## src/rtl/data_mem_arbiter.sv

```systemverilog
// Two-requester arbiter in front of a shared 16x8 single-port memory; 3-cycle IDLE/ACCESS/DONE handshake.
// Define ROUND_ROBIN_EN for alternating tie-break; otherwise requester 0 has fixed priority.
module data_mem_arbiter (
    input  logic       clk,
    input  logic       rst,
    input  logic       req0,
    input  logic       we0,
    input  logic [3:0] addr0,
    input  logic [7:0] wdata0,
    output logic       gnt0,
    output logic       done0,
    output logic [7:0] rdata0,
    input  logic       req1,
    input  logic       we1,
    input  logic [3:0] addr1,
    input  logic [7:0] wdata1,
    output logic       gnt1,
    output logic       done1,
    output logic [7:0] rdata1,
    output logic       busy
);
    localparam int unsigned AW    = 4;
    localparam int unsigned DW    = 8;
    localparam int unsigned DEPTH = 16;

    typedef enum logic [1:0] {IDLE, ACCESS, DONE} state_e;

    state_e        state_q;
    logic          win_q;
    logic          win_d;
    logic          we_q;
    logic [AW-1:0] addr_q;
    logic [DW-1:0] wdata_q;
    logic          gnt0_q, gnt1_q, done0_q, done1_q, busy_q;
    logic [DW-1:0] rdata0_q, rdata1_q;
    logic [DW-1:0] mem_q [DEPTH];

`ifdef ROUND_ROBIN_EN
    logic last_q;

    // On a tie, requester 1 wins only if requester 0 was granted last.
    always_comb begin
        win_d = req1 & (~req0 | ~last_q);
    end
`else
    always_comb begin
        win_d = req1 & ~req0;
    end
`endif

    always_ff @(posedge clk or posedge rst) begin
        if (rst) begin
            state_q  <= IDLE;
            win_q    <= 1'b0;
            we_q     <= 1'b0;
            addr_q   <= '0;
            wdata_q  <= '0;
            gnt0_q   <= 1'b0;
            gnt1_q   <= 1'b0;
            done0_q  <= 1'b0;
            done1_q  <= 1'b0;
            busy_q   <= 1'b0;
            rdata0_q <= '0;
            rdata1_q <= '0;
`ifdef ROUND_ROBIN_EN
            last_q   <= 1'b1;
`endif
        end else begin
            case (state_q)
                IDLE: begin
                    if (req0 | req1) begin
                        state_q <= ACCESS;
                        win_q   <= win_d;
                        we_q    <= win_d ? we1 : we0;
                        addr_q  <= win_d ? addr1 : addr0;
                        wdata_q <= win_d ? wdata1 : wdata0;
                        gnt0_q  <= ~win_d;
                        gnt1_q  <= win_d;
                        busy_q  <= 1'b1;
`ifdef ROUND_ROBIN_EN
                        last_q  <= win_d;
`endif
                    end
                end
                ACCESS: begin
                    state_q <= DONE;
                    gnt0_q  <= 1'b0;
                    gnt1_q  <= 1'b0;
                    done0_q <= ~win_q;
                    done1_q <= win_q;
                    if (!we_q) begin
                        if (win_q) rdata1_q <= mem_q[addr_q];
                        else       rdata0_q <= mem_q[addr_q];
                    end
                end
                DONE: begin
                    state_q <= IDLE;
                    done0_q <= 1'b0;
                    done1_q <= 1'b0;
                    busy_q  <= 1'b0;
                end
                default: state_q <= IDLE;
            endcase
        end
    end

    // Storage is never reset; a write caught by reset is dropped.
    always_ff @(posedge clk) begin
        if (state_q == ACCESS && we_q && !rst) begin
            mem_q[addr_q] <= wdata_q;
        end
    end

    assign gnt0   = gnt0_q;
    assign gnt1   = gnt1_q;
    assign done0  = done0_q;
    assign done1  = done1_q;
    assign busy   = busy_q;
    assign rdata0 = rdata0_q;
    assign rdata1 = rdata1_q;
endmodule

```

## config.mk

```make
export PLATFORM = sky130hd
export DESIGN_NAME = data_mem_arbiter
export DESIGN_NICKNAME = d
export VERILOG_FILES = /design/src/rtl/data_mem_arbiter.sv
export SDC_FILE = /design/constraint.sdc
export NUM_CORES = 1
export LEC_CHECK = 0
export CAP_MARGIN = 20
export CORE_UTILIZATION = 50
export CTS_BUF_LIST = sky130_fd_sc_hd__clkbuf_8
export CTS_CLUSTER_SIZE = 20
export DETAILED_ROUTE_END_ITERATION = 8
export PLACE_DENSITY = 0.72
export REMOVE_ABC_BUFFERS = 1
export SETUP_SLACK_MARGIN = 0.02
export SYNTH_ARGS = -nofsm -noshare
export SYNTH_HDL_FRONTEND = slang
export SYNTH_SLANG_ARGS = --single-unit
```

## constraint.sdc

```tcl
create_clock -name clk -period 2.4 [get_ports clk]
set_input_delay 0.48 -clock clk [delete_from_list [all_inputs] [get_ports clk]]
set_output_delay 0.48 -clock clk [all_outputs]
set_load 0.1 [all_outputs]
```

# --- Word-level counts from Yosys, hierarchy flattened ---
# Memory sizes are Yosys's and may differ from the RTL's.
# Index checks and enable logic that the tools add are counted.
totals:
  reg_bits: 37
  latchBits: 0
  ramBits: 128
  mem_bits_ro: 0
  in_bits: 30
  output_inout_bits: 21
  wordCells: 49
  memories: 1
classes:
  n_addsub: 0
  multipliers: 0
  div: 0
  n_lt_le_gt_ge: 0
  eq_ne: 3
  shift: 0
  n_mux: 15
  bitwise_logic: 6
  n_reduce_logical: 12
memory_table:
  columns: ["name", "depth", "width", "rd", "rd_clocked_by_memory_dff", "write_ports", "line", "rtl"]
  rows:
  - ["mem_q", 16, 8, 1, 0, 1, "36", "logic [DW-1:0] mem_q [DEPTH];"]
ops:
  columns: ["operator", "count"]
  rows:
  - ["one-hot mux 1 bit (2 select lines)", 5]
  - ["2-to-1 mux 8 bit", 1]
  - ["2-to-1 mux 1 bit", 6]
  - ["AND reduction 2 bit", 3]
  - ["AND reduction 3 bit", 2]
  - ["nonzero test 2 bit", 3]
  - ["2-to-1 mux 4 bit", 1]
  - ["NOT 1 bit", 4]
  - ["one-hot mux 2 bit (2 select lines)", 1]
  - ["equality test 2 x 1 -> 1 bit, second input constant", 1]
  - ["equality test 2 bit, second input constant", 1]
  - ["logical AND 1 bit", 2]
  - ["zero test 2 bit", 1]
  - ["2-to-1 mux 2 bit", 1]
  - ["!= test 2 bit, second input constant", 1]
  - ["AND 1 bit", 1]
  - ["zero test 1 bit", 1]
  - ["OR 1 bit", 1]

# --- Logic depth before layout (Yosys ltp) ---
# Gate-level depths: netlist of run 1.
depth:
  word_depth: 5
  depth_mapped: 8
  ltp_nobuf: 6

# --- Least setup slack after synthesis of run 1 ---
# OpenSTA, ideal clock, no wires.
synth_path:
  kind: "register to register"
  start: "register state_q[1]"
  end: "memory mem_q[0][0] (enable)"
  setup_ns: 0.383
  arrival_time_ns: 1.786
  required_ns: 2.017
  path_slack_ns: 0.230
  path_stages_with_launch: 7
  n_path_buf: 1
  synth_period_minus_slack_ns: 2.170
  cell_sequence: "dfrtp_1 -> inv_1 -> ha_1 -> buf_2 -> nand2_1 -> or3_1 -> nor3_1"
synth_between:
  elab_chain_len: 5
synth_lines:
  columns: ["item", "line", "rtl"]
  rows:
  - ["start, declared", "28", "state_e state_q;"]
  - ["start signal, assigned", "53", "state_q <= IDLE;"]
  - ["start signal, assigned", "72", "state_q <= ACCESS;"]
  - ["start signal, assigned", "86", "state_q <= DONE;"]
  - ["equality test 2 x 1 -> 1 bit", "109", "if (state_q == ACCESS && we_q && !rst) begin"]
  - ["logical AND 1 bit (2 in a row)", "109", null]
  - ["2-to-1 mux 1 bit", "109", null]
  - ["2-to-1 mux 1 bit (implied by the code)", "110", "mem_q[addr_q] <= wdata_q;"]
  - ["end, declared", "36", null]
# No other way between the ends.

# --- Final worst setup path of run 1 ---
layout_path:
  start: "register state_q[1]"
  end: "register rdata0_q[0], in the netlist rdata0[0], read port of mem_q"
layout_between:
  elab_chain_len: 2
layout_lines:
  columns: ["item", "line", "rtl"]
  rows:
  - ["equality test 2 x 1 -> 1 bit", "69", "case (state_q)"]
  - ["AND reduction 3 bit (no line)", null, null]
  - ["end, declared", "35", "logic [DW-1:0] rdata0_q, rdata1_q;"]
# No other way between the ends.
# A chain may end at the register's enable or synchronous reset.

==> metrics, run 1 <==
largest net degree at the start of global routing 29; pwr dens 1250 nW/um^2; f_max 0.508 GHz; Chip Width between 100 and 150 um; vias in the first global route 3788; CTS Hold Bufs 0; GRT Total Usage 20.9%; Seq. cell area ~4800 sq um; sequential area share after synthesis 71.1%; row cnt 41; Top FF cell, synth edfxtp_1; Multi-input gate area ~1800 sq um; top-area cell type share of the netlist area 57.3%; vias 3774; commonest cells in the synthesized netlist edfxtp_1, dfrtp_1, mux2i_1, a22oi_1, a22o_1; Starting Density 52.3%; number of max-cap violations 0; RSZ-0062 raised after global routing false; Worst Setup Path Type flip-flop to flip-flop; delay of the slowest critical-path stage 620 ps; Detailed Routing Iterations Pass 1 5; WL final 13.4 mm; Period Utilization, post-route 82.0%; Static Leak 2.93 nW; I/O Pins 51; Routed WL per cell ~20 um; CTS Buf Count 17; Pins Over Slew Limit 0; global-route wire length before repair 21.2 mm; Crit. End Element flip-flop; H-tree depth 4; TritonCTS clock tree done; Setup Buffers After CTS 0; Post-route DRC 0; CTS Buffer Depth 2; CP arrival 2360 ps; crit start category flip-flop; CTS root buf clkbuf_8; die height around 120 um; overflow left after global routing 0; most frequent cell after synthesis edfxtp_1; Routed Antenna Nets 0; port bufs 50; number of synthesized register bits 165; Peak VDD IR 0.961 mV; fraction of layout cells with a size suffix above 1 about a fifth; Worst-Skew Late Latency 450 ps; DRT iter0 DRCs 317; slowest CP cell or3b_2; clk slew on worst S/H paths 90 ps; Final setup viols 0; synthesis-to-layout area growth 17.4%; core box area 12800 sq um; Post-synth ARST share 22.4%; max_slew headroom 45.5%; Distinct cells, synth 30; Placer Congestion 0.779; final-report hold violation count 0; status complete, no violations; # fillers 930; Tightest Pin Transition 816 ps; clk_skew ~14 ps; vias per inst about 5.7; EDFF count, synth ~130; synth warn 0; min cycle time layout 1970 ps; antenna violations before repair 0; Synth area leaders edfxtp_1, dfrtp_1, mux4_1; Syn Inst Count 402; cells along the critical path inv_1, ha_1, or3b_2, nor2_1, buf_4, a22oi_1, nand2_1; Die ar. 13900 sq um; Layout Utilization 61.4%; # diodes 0; Avg Cell Area, Syn 16.7 sq um; hpwl dp 8.94 mm; NumNets Final 513; crit-path max FO 10; CTS sink cnt 165; Pwr Total 9.87 mW; Critical Path RT roughly 2800 ps; Post-CTS Resized 0; Hold Path Class primary input to asynchronous set/reset pin; synthesized area 6710 sq um; largest area contributor in the netlist edfxtp_1
## cell usage in the layout, fill, tap and decap left out, types with 2 or more instances in the layout
cell type,count
nand4_1,2
mux2_2,9
a22o_1,29
mux4_2,3
clkinv_1,4
a21oi_1,2
clkinv_4,4
clkbuf_8,17
dfrtp_1,36
nand2_1,21
mux4_1,13
buf_4,48
bufinv_16,2
clkdlybuf4s50_1,29
edfxtp_1,128
nand3_1,16
ha_1,5
buf_12,2
nor2_1,21
nor3_1,4
o21ai_0,5
or3_1,2
clkinvlp_4,3
nand2b_1,2
a22oi_1,32
inv_1,8
nor2b_1,4
mux2i_1,33
## per-stage QoR
| step | worst slack [ps] | hold slack (ps) | cell area [sq um] | instances | TNS (ps) |
|---|---|---|---|---|---|
| floorplan | -320 | 494 | 6590 | 380 | -24370 |
| global placement | 165 | 498 | 7500 | 631 | 0 |
| detailed placement | 136 | 497 | 7500 | 631 | 0 |
| CTS | 439 | 370 | 7870 | 663 | 0 |
| global route | 302 | 407 | 7870 | 663 | 0 |
| finish | 431 | 376 | 7870 | 663 | 0 |
## report_power, final
group | internal [mW] | switching, mW
Clock | 0.907 | 0.968
Sequential | 3.72 | 0.609
Combinational | 1.24 | 2.43
Total | 5.86 | 4.00
## layout make-up
| class | instances | area share [%] |
|---|---|---|
| sequential | 165 | 60.6 |
| inverter | 7 | 0.334 |
| timing repair buffer | 79 | 8.77 |
| clock buffer | 17 | 2.97 |
| clock inverter | 15 | 1.80 |
| multi-input combinational | 208 | 22.8 |
| tap | 172 | 2.73 |
## critical path, delay by kind of cell, from the launching register on
family                   cells  cell delay [ps]
AND/OR/NAND/NOR              3              870
flip-flops                   1              390
buffers and inverters        2              350
adder cells (fa/ha/maj)      1              190
AO/OA/AOI/OAI                1               90
## routing by layer
metal,track usage (%),vias to the layer above,wire (um)
met5,0,-,0
met4,7.05,0,166
met3,4.26,13,858
met2,33.7,123,6580
met1,28.5,1889,5810
li1,-,1749,-
## worst paths after layout
| check | from | endpoint | slack (ps) | depth (start not counted) |
|---|---|---|---|---|
| max | state_q[1] | rdata0[0] | 430 | 7 |
| min | rst | busy | 380 | 2 |
| max reg2reg | state_q[1] | rdata0[0] | 430 | 7 |
| min reg2reg | done0 | done0 | 520 | 1 |
| max in group asynchronous | rst | addr_q[3] | 1490 | 3 |
| min in group clk | done0 | done0 | 520 | 1 |
## state kept, by name, summed over array words and instances (netlist names)
name	count
rdata0	8
addr_q	4
busy	1
state_q	2
we_q	1
win_q	1
done1	1
mem_q	128
gnt1	1
wdata_q	8
gnt0	1
rdata1	8
done0	1
## cell families (layout without fill, tap and decap cells)
logic type               count (synthesis)  after routing  synth area share (%)
flip-flops                             165            165                  71.1
AND/OR/NAND/NOR                         76             76                  5.28
AO/OA/AOI/OAI                           69             69                  8.01
multiplexers                            58             58                  12.5
buffers and inverters                   29            118                  2.11
adder cells (fa/ha/maj)                  5              5                 0.933
Note: power is estimated with default switching activity, not from simulation.
==> run 2: changes to the inputs <==
clock period = 2 ns   (was 2.4 ns; I/O delays follow)
==> metrics, run 2 (synthesis results as in run 1) <==
status complete, no violations; I/O Pins 51 (unchanged); Post-route DRC 0 (unchanged); CTS Hold Bufs 0 (unchanged); pwr dens 1490 nW/um^2 (+19%); CTS sink cnt 165 (unchanged); die height 118 um (unchanged); global-route wire length before repair 21.4 mm (+0.82%); Final setup viols 0 (unchanged); CP arrival 2240 ps (-120 ps); Routed WL per cell 20.5 um (+1.6%); Tightest Pin Transition 823 ps (+7.42 ps); Worst Setup Path Type flip-flop to flip-flop; placed inst area 7540 sq um (+0.60%); Chip Width 118 um (unchanged); busiest grt layer met2; Largest register FFs 128 (unchanged); f_max 0.526 GHz (+3.6%); Peak VDD IR 1.20 mV (+25%); Pins Over Slew Limit 0 (unchanged); slowest CP cell mux4_1; # diodes 0 (unchanged); vias per inst 5.74 (+0.84%); core box area 12800 sq um (unchanged); clk slew on worst S/H paths 80 ps (about the same); Static Leak 2.95 nW (+0.71%); Die ar. 13900 sq um (unchanged); Starting Density 52.3% (unchanged); Placer Congestion 0.772 (-0.86%); Period Utilization, post-route 95.0% (+13 points); delay of the slowest critical-path stage 590 ps (-30 ps); design area 7900 sq um (+0.32%); port bufs 50 (unchanged); overflow left after global routing 0 (unchanged); antenna violations before repair 0 (unchanged); Crit. End Element flip-flop; GRT Total Usage 21.2% (+0.32 points); max_slew headroom 45.0% (-0.50 points); WL final 13.7 mm (+2.5%); met1 Track Usage GR 27.9% (-0.58 points); crit start category flip-flop; Top reg by flops mem_q; final-report hold violation count 0 (unchanged); hpwl dp 9.11 mm (+1.9%); Hold Path Class primary input to asynchronous set/reset pin; clk_skew 11.7 ps (-1.88 ps); CTS Buf Count 17 (unchanged); Routed Antenna Nets 0 (unchanged); commonest non-fill, non-tap cell in the layout edfxtp_1; pre-CTS setup slack -140 ps (-275 ps); fraction of layout cells with a size suffix above 1 19.9% (+1.2 points); crit-path max FO 24 (+14); min cycle time layout 1900 ps (-69.0 ps); RSZ-0062 raised after global routing false; PnR worst setup slack 99.8 ps (-331 ps); Pwr Total 11.8 mW (+19%); CTS Buffer Depth 2 (unchanged); synthesis-to-layout area growth 17.8%; Global Route met3 Usage 4.55% (+0.29 points); vias in the first global route 3835 (+1.2%); H-tree depth 4 (unchanged); CTS root buf clkbuf_8; most frequent cells in the layout edfxtp_1, buf_4, dfrtp_1; DRT iter0 DRCs 358 (+13%); NumNets Final 519 (+1.2%); vias 3840 (+1.7%); number of max-cap violations 0 (unchanged); TritonCTS clock tree done; largest net degree at the start of global routing 31 (+6.9%); Sum Neg Setup Slack 0 ps (unchanged); cells along the critical path buf_12, mux4_1, mux2_2, a22oi_1, nand2_1; GR Util met2 33.4% (-0.33 points); Worst-Skew Late Latency 450 ps (about the same); Detailed Routing Iterations Pass 1 6 (+1); row cnt 41 (unchanged); Critical Path RT 2340 ps (-450 ps)
-- run 2: cell count changes in the layout (fill, tap and decap cells not counted), moves of 2 or more --
cell | previous run | this run
clkinv_4 | 4 | 0
clkinv_2 | 1 | 3
inv_1 | 8 | 10
buf_4 | 48 | 54
-- run 2: layer usage --
layer	share of wire [%]	routed length (um)
met5	0	0
met1	42	5730
met4	3.1	421
met3	6.1	835
met2	49	6760
-- run 2: metrics by stage --
step                hold slack [ps]  util (%)  std cells
global route                    299      61.6        669
floorplan                       491         -        380
CTS                             258      61.4        669
detailed placement              507      58.8        637
global placement                495      58.8        637
finish                          279      61.6        669
-- run 2: repair_timing --
item,CTS,global route
setup buffers,0,0
setup endpoints to repair,0,124
resized for setup,0,5
-- run 2: power by group --
part | total, mW | switching [mW] | leakage (nW) | internal (mW)
registers | 5.25 | 0.782 | 1.62 | 4.47
clock network | 2.04 | 1.10 | 0.175 | 0.940
logic | 4.48 | 2.92 | 1.15 | 1.55
-- run 2: critical path: cells and delay by family (launching register included) --
| family | cells | cell delay, ps |
|---|---|---|
| AO/OA/AOI/OAI | 1 | 180 |
| buffers and inverters | 1 | 210 |
| flip-flops | 1 | 400 |
| multiplexers | 2 | 930 |
| AND/OR/NAND/NOR | 1 | 80 |
-- run 2: worst paths after layout --
kind,slack (ps),start,endpoint,depth (start not counted)
setup / recovery,100,addr_q[0],rdata0[1],5
max in group asynchronous,1220,rst,addr_q[3],3
hold / removal,280,rst,gnt0,2
setup reg to reg,100,addr_q[0],rdata0[1],5
hold reg to reg,520,rdata0[6],rdata0[6],2
min in group clk,520,rdata0[6],rdata0[6],2
-- run 2: area by class of cell --
type                       count  area, sq um
timing repair buffer          85          736
tap                          172          215
inverter                       7         26.3
clock buffer                  17          234
multi-input combinational    208         1810
sequential                   165         4770
clock inverter                15          101
fill                         983         4930
==> run 3: changes to the inputs <==
==> constraint.sdc (replaced) <==
create_clock -name clk -period 2.3 [get_ports clk]
set_input_delay 0.46 -clock clk [delete_from_list [all_inputs] [get_ports clk]]
set_output_delay 0.46 -clock clk [all_outputs]
set_load 0.05 [all_outputs]
==> metrics, run 3 (synthesis results as in run 1) <==
synthesis-to-layout area growth 18.9%; vias 3807 (-0.86%); crit path launch state_q[1]; cells along the critical path inv_1, ha_1, or3b_2, nor2_1, buf_4, nand3_1, nand2_1; core box area 12800 sq um (unchanged); clk_skew 7.95 ps (-3.71 ps); Reg2Reg Setup Slack 180 ps (+80 ps); Placer Congestion 0.795 (+3.0%); CTS Buf Count 17 (unchanged); most frequent cells in the layout edfxtp_1, clkdlybuf4s50_1, dfrtp_1; fraction of layout cells with a size suffix above 1 15.3% (-4.6 points); min cycle time layout 2120 ps (+225 ps); CTS Hold Bufs 0 (unchanged); CP arrival 2520 ps (+280 ps); Tightest Pin Transition 852 ps (+28.5 ps); Pins Over Slew Limit 0 (unchanged); number of max-cap violations 0 (unchanged); Worst-Skew Late Latency 450 ps (about the same); CTS Buffer Depth 2 (unchanged); antenna violations before repair 0 (unchanged); Chip Width 118 um (unchanged); Post-CTS Resized 0 (unchanged); # fillers 972 (-1.1%); Routed WL per cell 21.4 um (+4.0%); f_max 0.471 GHz (-11%); commonest non-fill, non-tap cell in the layout edfxtp_1; Detailed Routing Iterations Pass 1 5 (-1); row cnt 41 (unchanged); Die ar. 13900 sq um (unchanged); Post-route DRC 0 (unchanged); hold slack final 306 ps (+26.5 ps); crit start category flip-flop; Largest register FFs 128 (unchanged); pwr dens 1250 nW/um^2 (-16%); Routed Antenna Nets 0 (unchanged); Critical Path RT 2690 ps (+350 ps); Hold Path Class primary input to asynchronous set/reset pin; Top reg by flops mem_q; Sum Neg Setup Slack 0 ps (unchanged); Static Leak 2.93 nW (-0.60%); delay of the slowest critical-path stage 650 ps (+60 ps); I/O Pins 51 (unchanged); vias per inst 5.74 (about the same); vias in the first global route 3946 (+2.9%); status complete, no violations; CTS root buf clkbuf_8; worst r2r src state_q[1]; fin cells 663 (-0.90%); Peak VDD IR 0.674 mV (-44%); overflow left after global routing 0 (unchanged); WL final 14.2 mm (+3.1%); Starting Density 52.3% (unchanged); # diodes 0 (unchanged); Inst Count DP 631 (-0.94%); Period Utilization, post-route 92.4% (-2.6 points); port bufs 50 (unchanged); NumNets Final 513 (-1.2%); CTS sink cnt 165 (unchanged); slowest CP cell or3b_2; crit-path max FO 10 (-58%); final-report hold violation count 0 (unchanged); Crit. End Element flip-flop; hpwl dp 9.07 mm (-0.48%); Setup Buffers After CTS 0 (unchanged); H-tree depth 4 (unchanged); max_slew headroom 43.1% (-1.9 points); Final setup viols 0 (unchanged); GRT Total Usage 21.7% (+0.46 points); die height 118 um (unchanged); global-route wire length before repair 21.7 mm (+1.4%); DRT iter0 DRCs 352 (-1.7%); RSZ-0062 raised after global routing false; Multi-input gate area 1790 sq um (-0.97%); clk slew on worst S/H paths 80 ps (about the same); Seq. cell area 4770 sq um (about the same); TritonCTS clock tree done; Worst Setup Path Type flip-flop to flip-flop; largest net degree at the start of global routing 33 (+6.5%)
[run 3: cell count changes in the layout (fill, tap and decap cells not counted), moves of 2 or more]
cell / before / now
bufinv_16: 1 / 4
inv_1: 10 / 8
clkinv_1: 3 / 0
clkinv_2: 3 / 5
clkinv_4: 0 / 2
clkdlybuf4s50_1: 29 / 50
buf_4: 54 / 27
[run 3: final cells by class]
cell class                      count  area share (%)
Sequential cell                   165            59.8
Multi-Input combinational cell    208            22.5
Timing Repair Buffer               79            9.32
Clock buffer                       17            2.93
Tap cell                          172            2.70
Clock inverter                     15            2.37
Inverter                            7           0.330
[run 3: worst paths after layout]
check / endpoint / cells past startpoint
worst max-delay path: rdata0[3] / 7
worst min-delay path: done1 / 2
worst max register to register: rdata0[3] / 7
worst min register to register: done0 / 1
max in group asynchronous: addr_q[3] / 3
min in group clk: done0 / 1
[run 3: stage by stage]
| step | setup WS (ps) | utilization [%] | area, sq um | power (mW) |
|---|---|---|---|---|
| after global routing | 43.2 | 62.2 | 7970 | 10.4 |
| after CTS | 153 | 62.2 | 7970 | 10.0 |
| after global placement | 115 | 58.9 | 7550 | 7.75 |
| final | 175 | 62.2 | 7970 | 9.97 |
| after floorplan | -420 | - | 6590 | 6.54 |
| after detailed placement | 85.5 | 58.9 | 7550 | 7.85 |
[run 3: per-layer routing]
metal  wire [um]  vias up  GRT usage, %
met3        1020       23          5.14
li1            -     1743             -
met5           0        -             0
met2        7030      148          36.3
met1        5790     1893          26.9
met4         336        0          9.70
[run 3: report_power, final]
part / internal (mW) / switching, mW
registers: 3.88 / 0.671
logic: 1.35 / 1.88
clock network: 1.17 / 1.02
total: 6.40 / 3.57
[run 3: critical path, delay by kind of cell, from the launching register on]
| kind | cells | cell delay (ps) |
|---|---|---|
| and+or+nand+nor | 4 | 990 |
| DFF | 1 | 390 |
| adders and majority gates | 1 | 360 |
| buffers and inverters | 2 | 330 |
